===== src/rtl/pipe_ctrl_pkg.sv =====
// rtl/pipe_ctrl_pkg.sv - shared state/cause encodings and constants for the pipeline controller
package pipe_ctrl_pkg;

  typedef enum logic [1:0] {
    ST_RUN      = 2'd0,
    ST_MEM_WAIT = 2'd1,
    ST_REDIRECT = 2'd2
  } pipe_state_t;

  typedef enum logic [1:0] {
    CAUSE_NONE     = 2'd0,
    CAUSE_MEM      = 2'd1,
    CAUSE_REDIRECT = 2'd2,
    CAUSE_LOADUSE  = 2'd3
  } stall_cause_t;

  localparam int unsigned PC_STEP = 4;

endpackage


===== src/rtl/pipe_ctrl_hazard_detect.sv =====
// rtl/pipe_ctrl_hazard_detect.sv - combinational load-use comparator between ID sources and EX load rd
module hazard_detect #(
  parameter int REG_AW = 5
) (
  input  logic              id_valid_i,
  input  logic              ex_valid_i,
  input  logic              ex_is_load_i,
  input  logic              ex_reg_write_i,
  input  logic [REG_AW-1:0] ex_rd_i,
  input  logic [REG_AW-1:0] id_rs1_i,
  input  logic [REG_AW-1:0] id_rs2_i,
  input  logic              id_use_rs1_i,
  input  logic              id_use_rs2_i,
  output logic              loaduse_o
);

  logic load_in_ex;
  logic src_match;

  // x0 is hardwired to zero, so a load targeting it never produces a usable value
  assign load_in_ex = id_valid_i & ex_valid_i & ex_is_load_i & ex_reg_write_i & (ex_rd_i != '0);
  assign src_match  = (id_use_rs1_i & (id_rs1_i == ex_rd_i)) | (id_use_rs2_i & (id_rs2_i == ex_rd_i));
  assign loaduse_o  = load_in_ex & src_match;

endmodule


===== src/rtl/pipe_ctrl.sv =====
// rtl/pipe_ctrl.sv - 4-stage pipeline sequencer: PC, stage valids, latch enables, hazards (PIPE_CTRL_PERF_EN adds counters)
module pipe_ctrl
  import pipe_ctrl_pkg::*;
#(
  parameter int              XLEN     = 32,
  parameter int              REG_AW   = 5,
  parameter logic [XLEN-1:0] RESET_PC = '0
) (
  input  logic              clk,
  input  logic              rst,
  input  logic              imem_valid,
  input  logic [REG_AW-1:0] id_rs1,
  input  logic [REG_AW-1:0] id_rs2,
  input  logic              id_use_rs1,
  input  logic              id_use_rs2,
  input  logic [REG_AW-1:0] ex_rd,
  input  logic              ex_reg_write,
  input  logic              ex_is_load,
  input  logic              ex_redirect,
  input  logic [XLEN-1:0]   ex_target,
  input  logic              dmem_busy,
  output logic [XLEN-1:0]   pc,
  output logic              id_en,
  output logic              ex_en,
  output logic              wb_en,
  output logic              id_valid,
  output logic              ex_valid,
  output logic              wb_valid,
  output logic [1:0]        stall_cause
`ifdef PIPE_CTRL_PERF_EN
  ,
  output logic [31:0]       perf_retired,
  output logic [31:0]       perf_stall,
  output logic [31:0]       perf_flush
`endif
);

  pipe_state_t     state_q, state_d;
  stall_cause_t    cause;
  logic [XLEN-1:0] pc_q, pc_d;
  logic            id_valid_q, id_valid_d;
  logic            ex_valid_q, ex_valid_d;
  logic            wb_valid_q, wb_valid_d;
  logic            mem_stall, redirect, loaduse;

  hazard_detect #(.REG_AW(REG_AW)) u_hazard (
    .id_valid_i     (id_valid_q),
    .ex_valid_i     (ex_valid_q),
    .ex_is_load_i   (ex_is_load),
    .ex_reg_write_i (ex_reg_write),
    .ex_rd_i        (ex_rd),
    .id_rs1_i       (id_rs1),
    .id_rs2_i       (id_rs2),
    .id_use_rs1_i   (id_use_rs1),
    .id_use_rs2_i   (id_use_rs2),
    .loaduse_o      (loaduse)
  );

  assign mem_stall = ex_valid_q & dmem_busy;
  assign redirect  = ex_valid_q & ex_redirect;

  always_comb begin
    cause      = CAUSE_NONE;
    id_en      = 1'b1;
    ex_en      = 1'b1;
    wb_en      = 1'b1;
    pc_d       = pc_q;
    id_valid_d = imem_valid;
    ex_valid_d = id_valid_q;
    wb_valid_d = ex_valid_q;
    if (mem_stall) begin
      cause      = CAUSE_MEM;
      id_en      = 1'b0;
      ex_en      = 1'b0;
      wb_en      = 1'b0;
      id_valid_d = id_valid_q;
      ex_valid_d = ex_valid_q;
      wb_valid_d = 1'b0;
    end else if (redirect) begin
      cause      = CAUSE_REDIRECT;
      pc_d       = {ex_target[XLEN-1:1], 1'b0};
      id_valid_d = 1'b0;
      ex_valid_d = 1'b0;
      wb_valid_d = 1'b1;
    end else if (loaduse) begin
      // hold IF/ID, push a bubble into EX while the load moves on to WB
      cause      = CAUSE_LOADUSE;
      id_en      = 1'b0;
      id_valid_d = id_valid_q;
      ex_valid_d = 1'b0;
      wb_valid_d = 1'b1;
    end else if (imem_valid) begin
      pc_d = pc_q + XLEN'(PC_STEP);
    end
  end

  always_comb begin
    state_d = ST_RUN;
    unique case (state_q)
      // EX is always empty right after a flush, so no event can fire here
      ST_REDIRECT: state_d = ST_RUN;
      default: begin
        if (mem_stall)     state_d = ST_MEM_WAIT;
        else if (redirect) state_d = ST_REDIRECT;
        else               state_d = ST_RUN;
      end
    endcase
  end

  always_ff @(posedge clk) begin
    if (rst) begin
      state_q    <= ST_RUN;
      pc_q       <= RESET_PC;
      id_valid_q <= 1'b0;
      ex_valid_q <= 1'b0;
      wb_valid_q <= 1'b0;
    end else begin
      state_q    <= state_d;
      pc_q       <= pc_d;
      id_valid_q <= id_valid_d;
      ex_valid_q <= ex_valid_d;
      wb_valid_q <= wb_valid_d;
    end
  end

  assign pc          = pc_q;
  assign id_valid    = id_valid_q;
  assign ex_valid    = ex_valid_q;
  assign wb_valid    = wb_valid_q;
  assign stall_cause = cause;

`ifdef PIPE_CTRL_PERF_EN
  logic [31:0] retired_q, stall_q, flush_q;

  always_ff @(posedge clk) begin
    if (rst) begin
      retired_q <= '0;
      stall_q   <= '0;
      flush_q   <= '0;
    end else begin
      if (wb_valid_q && retired_q != '1) retired_q <= retired_q + 32'd1;
      if ((cause == CAUSE_MEM || cause == CAUSE_LOADUSE) && stall_q != '1) stall_q <= stall_q + 32'd1;
      if (cause == CAUSE_REDIRECT && flush_q != '1) flush_q <= flush_q + 32'd1;
    end
  end

  assign perf_retired = retired_q;
  assign perf_stall   = stall_q;
  assign perf_flush   = flush_q;
`endif

endmodule


===== config.mk =====
export PLATFORM = sky130hd
export DESIGN_NAME = pipe_ctrl
export DESIGN_NICKNAME = d
export VERILOG_FILES = /design/src/rtl/pipe_ctrl_pkg.sv /design/src/rtl/pipe_ctrl_hazard_detect.sv /design/src/rtl/pipe_ctrl.sv
export SDC_FILE = /design/constraint.sdc
export NUM_CORES = 1
export LEC_CHECK = 0
export ABC_CLOCK_PERIOD_IN_PS = 5970
export BUFFER_PORTS_ARGS = -buffer_cell sky130_fd_sc_hd__buf_2
export CAP_MARGIN = 15
export CORE_MARGIN = 2
export CORE_UTILIZATION = 52
export CTS_CLUSTER_SIZE = 24
export DETAILED_ROUTE_END_ITERATION = 10
export GPL_ROUTABILITY_DRIVEN = 0
export PLACE_DENSITY = 0.95
export SETUP_SLACK_MARGIN = 0.15
export SYNTH_ARGS = -nofsm -noshare
export SYNTH_HDL_FRONTEND = slang
export SYNTH_SLANG_ARGS = --single-unit

===== constraint.sdc =====
create_clock -name clk -period 5.97 [get_ports clk]
set_input_delay 0.2985 -clock clk [delete_from_list [all_inputs] [get_ports clk]]
set_output_delay 0.2985 -clock clk [all_outputs]
set_load 0.05 [all_outputs]

; Word level (Yosys, flattened, before mapping)
; Cells that the tools add are included.
[word_totals]
inputBits = 56
wordCells = 40
output_inout_bits = 40
ff_bits = 35
[classes]
reduce_logical = 5
n_addsub = 1
eq_ne = 3
mux = 16
bitwise = 11
[op_table]
columns = operator, n
row1 = 2-to-1 mux 32 bit, 3
row2 = adder 32 x 3 -> 32 bit (second input constant), 1
row3 = == test 5 bit, 2
row4 = 2-to-1 mux 1 bit, 10
row5 = AND 1 bit, 9
row6 = 2-to-1 mux 2 bit, 3
row7 = nonzero test 5 bit, 1
row8 = AND reduction 3 bit, 1
row9 = != test 2 bit (second input constant), 1
row10 = AND reduction 2 bit, 1
row11 = nonzero test 2 bit, 1
row12 = OR reduction 2 bit, 1
row13 = inverter 1 bit, 1
row14 = bitwise OR 1 bit, 1

; Depth between registers and ports, before layout
[logic_depth]
depth_word = 8
mapped_depth = 8
depth_no_buf = 7

; By module
; Synthesis repeated with hierarchy kept, for this count alone.
[hier_totals]
hier_cells = 321
hier_area_um2 = 2328.5
[modules_own_cells]
columns = mod, instances, seq_area_each_um2, cells_each, area_each_um2
row1 = pipe_ctrl, 1, 680.7, 303, 2188.3
row2 = hazard_detect, 1, 0.0, 18, 140.1

; Worst setup path after synthesis
; Ideal clock, no wire load.
[synth_path]
path_kind = flip-flop to output port
from = reg ex_valid_q, in the netlist ex_valid
to = out id_en
arrival_ns = 2.579
path_stages_with_launch = 6
slack_ns = 3.093
n_path_buf = 0
required_time_ns = 5.672
cell_sequence = dfxtp_1 > nand4_1 > a21oi_1 > a31oi_1 > nor2_1 > inv_1
[synth_between]
elab_chain_cells = 8
elab_cells_between_ends = 10
cone_classes = 3 x mux / 7 x bitwise
[synth_rtl]
columns = item, line
row1 = "start, declared", pipe_ctrl.sv:42  ; logic ex_valid_q, ex_valid_d;
row2 = "start signal, assigned", pipe_ctrl.sv:121  ; ex_valid_q <= ex_valid_d;
row3 = AND 1 bit (4 in series), pipe_ctrl_hazard_detect.sv:21  ; assign load_in_ex = id_valid_i & ex_valid_i & ex_is_load_i & ex_reg_write_i & (ex_rd_i != '0);
row4 = AND 1 bit, pipe_ctrl_hazard_detect.sv:23  ; assign loaduse_o = load_in_ex & src_match;
row5 = 2-to-1 mux 1 bit, pipe_ctrl.sv:85  ; end else if (loaduse) begin
row6 = 2-to-1 mux 1 bit, pipe_ctrl.sv:79  ; end else if (redirect) begin
row7 = 2-to-1 mux 1 bit *, pipe_ctrl.sv:71  ; if (mem_stall) begin
row8 = "end, declared", pipe_ctrl.sv:23  ; output logic id_en,
; Mark *: on every way between the ends. The rest lies on a longest branch, timed or not.

; Final worst setup path
[layout_path]
from = reg ex_valid_q, in the netlist ex_valid
to = reg pc_q[29], in the netlist pc[29]
[layout_between]
elab_chain_cells = 7
elab_cells_between_ends = 12
cone_classes = 1 x eq/ne / 1 x mux / 8 x bitwise / 2 x reduce/logical
[layout_rtl]
columns = item, line
row1 = AND 1 bit (4 in series), pipe_ctrl_hazard_detect.sv:21
row2 = AND 1 bit, pipe_ctrl_hazard_detect.sv:23
row3 = != test 2 bit (no line), -
row4 = AND reduction 3 bit (no line), -
row5 = "end signal, assigned", pipe_ctrl.sv:119  ; pc_q <= pc_d;
row6 = "end, declared", pipe_ctrl.sv:40  ; logic [XLEN-1:0] pc_q, pc_d;
; Several ways; a longest one is shown, not always the timed one.
; A chain may end at the register's enable or synchronous reset.

==> impl_metrics.tcl <==
set metrics [dict create \
    rows 24 \
    viasPerCell 6.46 \
    grtUsageTotal_pct 29.6 \
    netlist_area_mm2 0.00230 \
    grt_pass1_vias 2664 \
    cts_tree "built" \
    drv_cap 0 \
    place_ws_ps 3230 \
    synth_fp_nets 379 \
    hold_path.class "primary input to register" \
    fin_cells 457 \
    drc 0 \
    placed_area_mm2 0.00275 \
    area_delta_synth_final_pct 24.2 \
    synth_xor_area_share_pct 3.80 \
    cts_resized 0 \
    synth_seq_cells 34 \
    yosys_warnings 0 \
    setup_viol 0 \
    drt_iter0_markers 435 \
    final_cell_mix "buf_2, nand2_1, a21oi_1" \
    ant_nets 0 \
    die_h_um 70.6 \
    antenna_found_initial 0 \
    layout_commonest_cell "buf_2" \
    switching_share_pct 32.3 \
    grt_max_degree 58 \
    cts_max_path_buffers 2 \
    hold_violations 0 \
    p_leak_nw 1.12 \
    fin_util_pct 66.2 \
    grt_pass1_wl_um 12000 \
    fin_crit_ps 2840 \
    endpoint_kind "register" \
    cts_made_buffers 5 \
    via_count 2953 \
    post-dp-hpwl_um 5010 \
    cp.arrival_ps 3070 \
    synth_area_per_cell_um2 7.16 \
    tightest_slew_ps 1110 \
    synth_top_family_by_area "simple AND/OR/NAND/NOR gates" \
    clk_pin_slew_worst_paths_ps 80 \
    internal-power_mw 0.390 \
    power_frac_seq_pct 42.5 \
    synth_edf_count 0 \
    port_buffers 93 \
    cts.sinks 34 \
    nNetsFinal 461 \
    total_power_mw 0.576 \
    synth_mux_area_share_pct 2.66 \
    fmax_ghz 0.353 \
    grt_overflow 0 \
    synth_flop_cell "dfxtp_1" \
    synthCells 322 \
    p_sw_mw 0.186 \
    synthArstFlopShare_pct 0 \
    powerDensity_mw_per_mm2 201 \
    crit_fanout 57 \
    dr.pass1.iters 5 \
    cts_hold_buffers 0 \
    final_area_mm2 0.00286 \
    cts_max_level 2 \
    clockRootBuffer "clkbuf_8" \
    pin_count 96 \
    setup_tns_ps 0 \
    status "finished, final reports clean" \
    diodes 0 \
    maxSlewHeadroom_pct 25.4 \
    ir_drop_mv 0.106 \
    drv_slew 0 \
    holdWs_ps 244 \
    worst_ep_required_time_ps 6200 \
    finClkSkew_ps 7.18 \
    ys_types 55 \
    dp.cells 449 \
    drive_gt1_share_pct 28.1 \
    start_util_pct 53.3 \
    die_area_mm2 0.00498 \
    power_frac_clock_pct 36.4 \
    wl_per_cell_um 16.0 \
    die_w_um 70.6 \
    fin_crit_sh_pct 47.5 \
    synth_compound_area_share_pct 28.4 \
    final.setup.worst_slack_ps 3130 \
    insertion_delay_ps 310 \
    worst_setup_path_start_kind "register" \
    grt_setup_unrepaired "false" \
    fp.coreArea_mm2 0.00432 \
    synth-simple-area-share_pct 29.8 \
    cts_setup_buffers 0 \
    critical_path_class "register to register" \
    yosysSeqAreaShare_pct 29.5 \
    power_frac_comb_pct 21.1 \
    synth_adder_area_share_pct 0.543 \
    routed_wirelength_um 7330 \
]
-- synth_stat cells (6+ instances only) --
cell type  instances  area share [%]
nand2_1           58             9.4
clkbuf_1          10             1.6
xnor2_1           10             3.8
dfxtp_1           34              30
nand3_1           25             5.4
a31oi_1            6             1.6
nor3_1             9             2.0
inv_1              7             1.1
o21ai_0           22             4.8
nand4_1            9             2.4
o31ai_1            8             2.6
a21oi_1           37             8.0
nor2_1            17             2.8
-- kinds of logic after synthesis --
| family | count (synthesis) |
|---|---|
| AO/OA/AOI/OAI | 104 |
| XOR/XNOR | 10 |
| adder cells (fa/ha/maj) | 1 |
| buffers and inverters | 26 |
| flip-flops | 34 |
| multiplexers | 6 |
| other | 1 |
| AND/OR/NAND/NOR | 140 |
-- power by group through the flow --
| stage | clock, mW | sequential, mW | combinational (mW) |
|---|---|---|---|
| 6_report | 0.210 | 0.245 | 0.122 |
| 5_1_grt | 0.216 | 0.246 | 0.131 |
| 4_1_cts | 0.207 | 0.245 | 0.120 |
| 3_5_place_dp | 0 | 0.250 | 0.119 |
| 3_3_place_gp | 0 | 0.249 | 0.117 |
| 2_1_floorplan | 0 | 0.274 | 0.0545 |
-- state kept, by name (all words and copies together) (netlist names) --
register  count
pc           31
id_valid      1
ex_valid      1
wb_valid      1
-- critical path: stages (launching register included) --
cell     delay, ps
dfxtp_1        450
and2_2         860
o21ai_1        360
a31oi_2        230
buf_4          330
nand2_1        260
o22ai_1        240
-- routing by layer --
metal / global-route usage, % / share of wire, % / vias to the layer above
met5: 0 / 0 / -
met1: 36.5 / 38 / 1359
met2: 48.2 / 48 / 212
li1: - / - / 1362
met3: 6.41 / 11 / 20
met4: 16.6 / 2.7 / 0
-- path summary, 6_finish.rpt --
check	from	end	slack (ps)	cells after the start
max reg2reg	ex_valid$_SDFFE_PP0N_	pc[29]$_SDFFE_PP0P_	3130	6
min reg2reg	pc[1]$_SDFFE_PP0P_	pc[1]$_SDFFE_PP0P_	480	2
min	ex_target[1]	pc[1]$_SDFFE_PP0P_	240	3
max	ex_valid$_SDFFE_PP0N_	pc[29]$_SDFFE_PP0P_	3130	6
-- area by class of cell --
| class | count | area, um^2 |
|---|---|---|
| Clock buffer | 8 | 110 |
| Fill cell | 372 | 1460 |
| Inverter | 7 | 26.3 |
| Multi-Input combinational cell | 262 | 1510 |
| Sequential cell | 34 | 681 |
| Tap cell | 52 | 65.1 |
| Timing Repair Buffer | 94 | 473 |
Power figures use the tool's default switching activity.
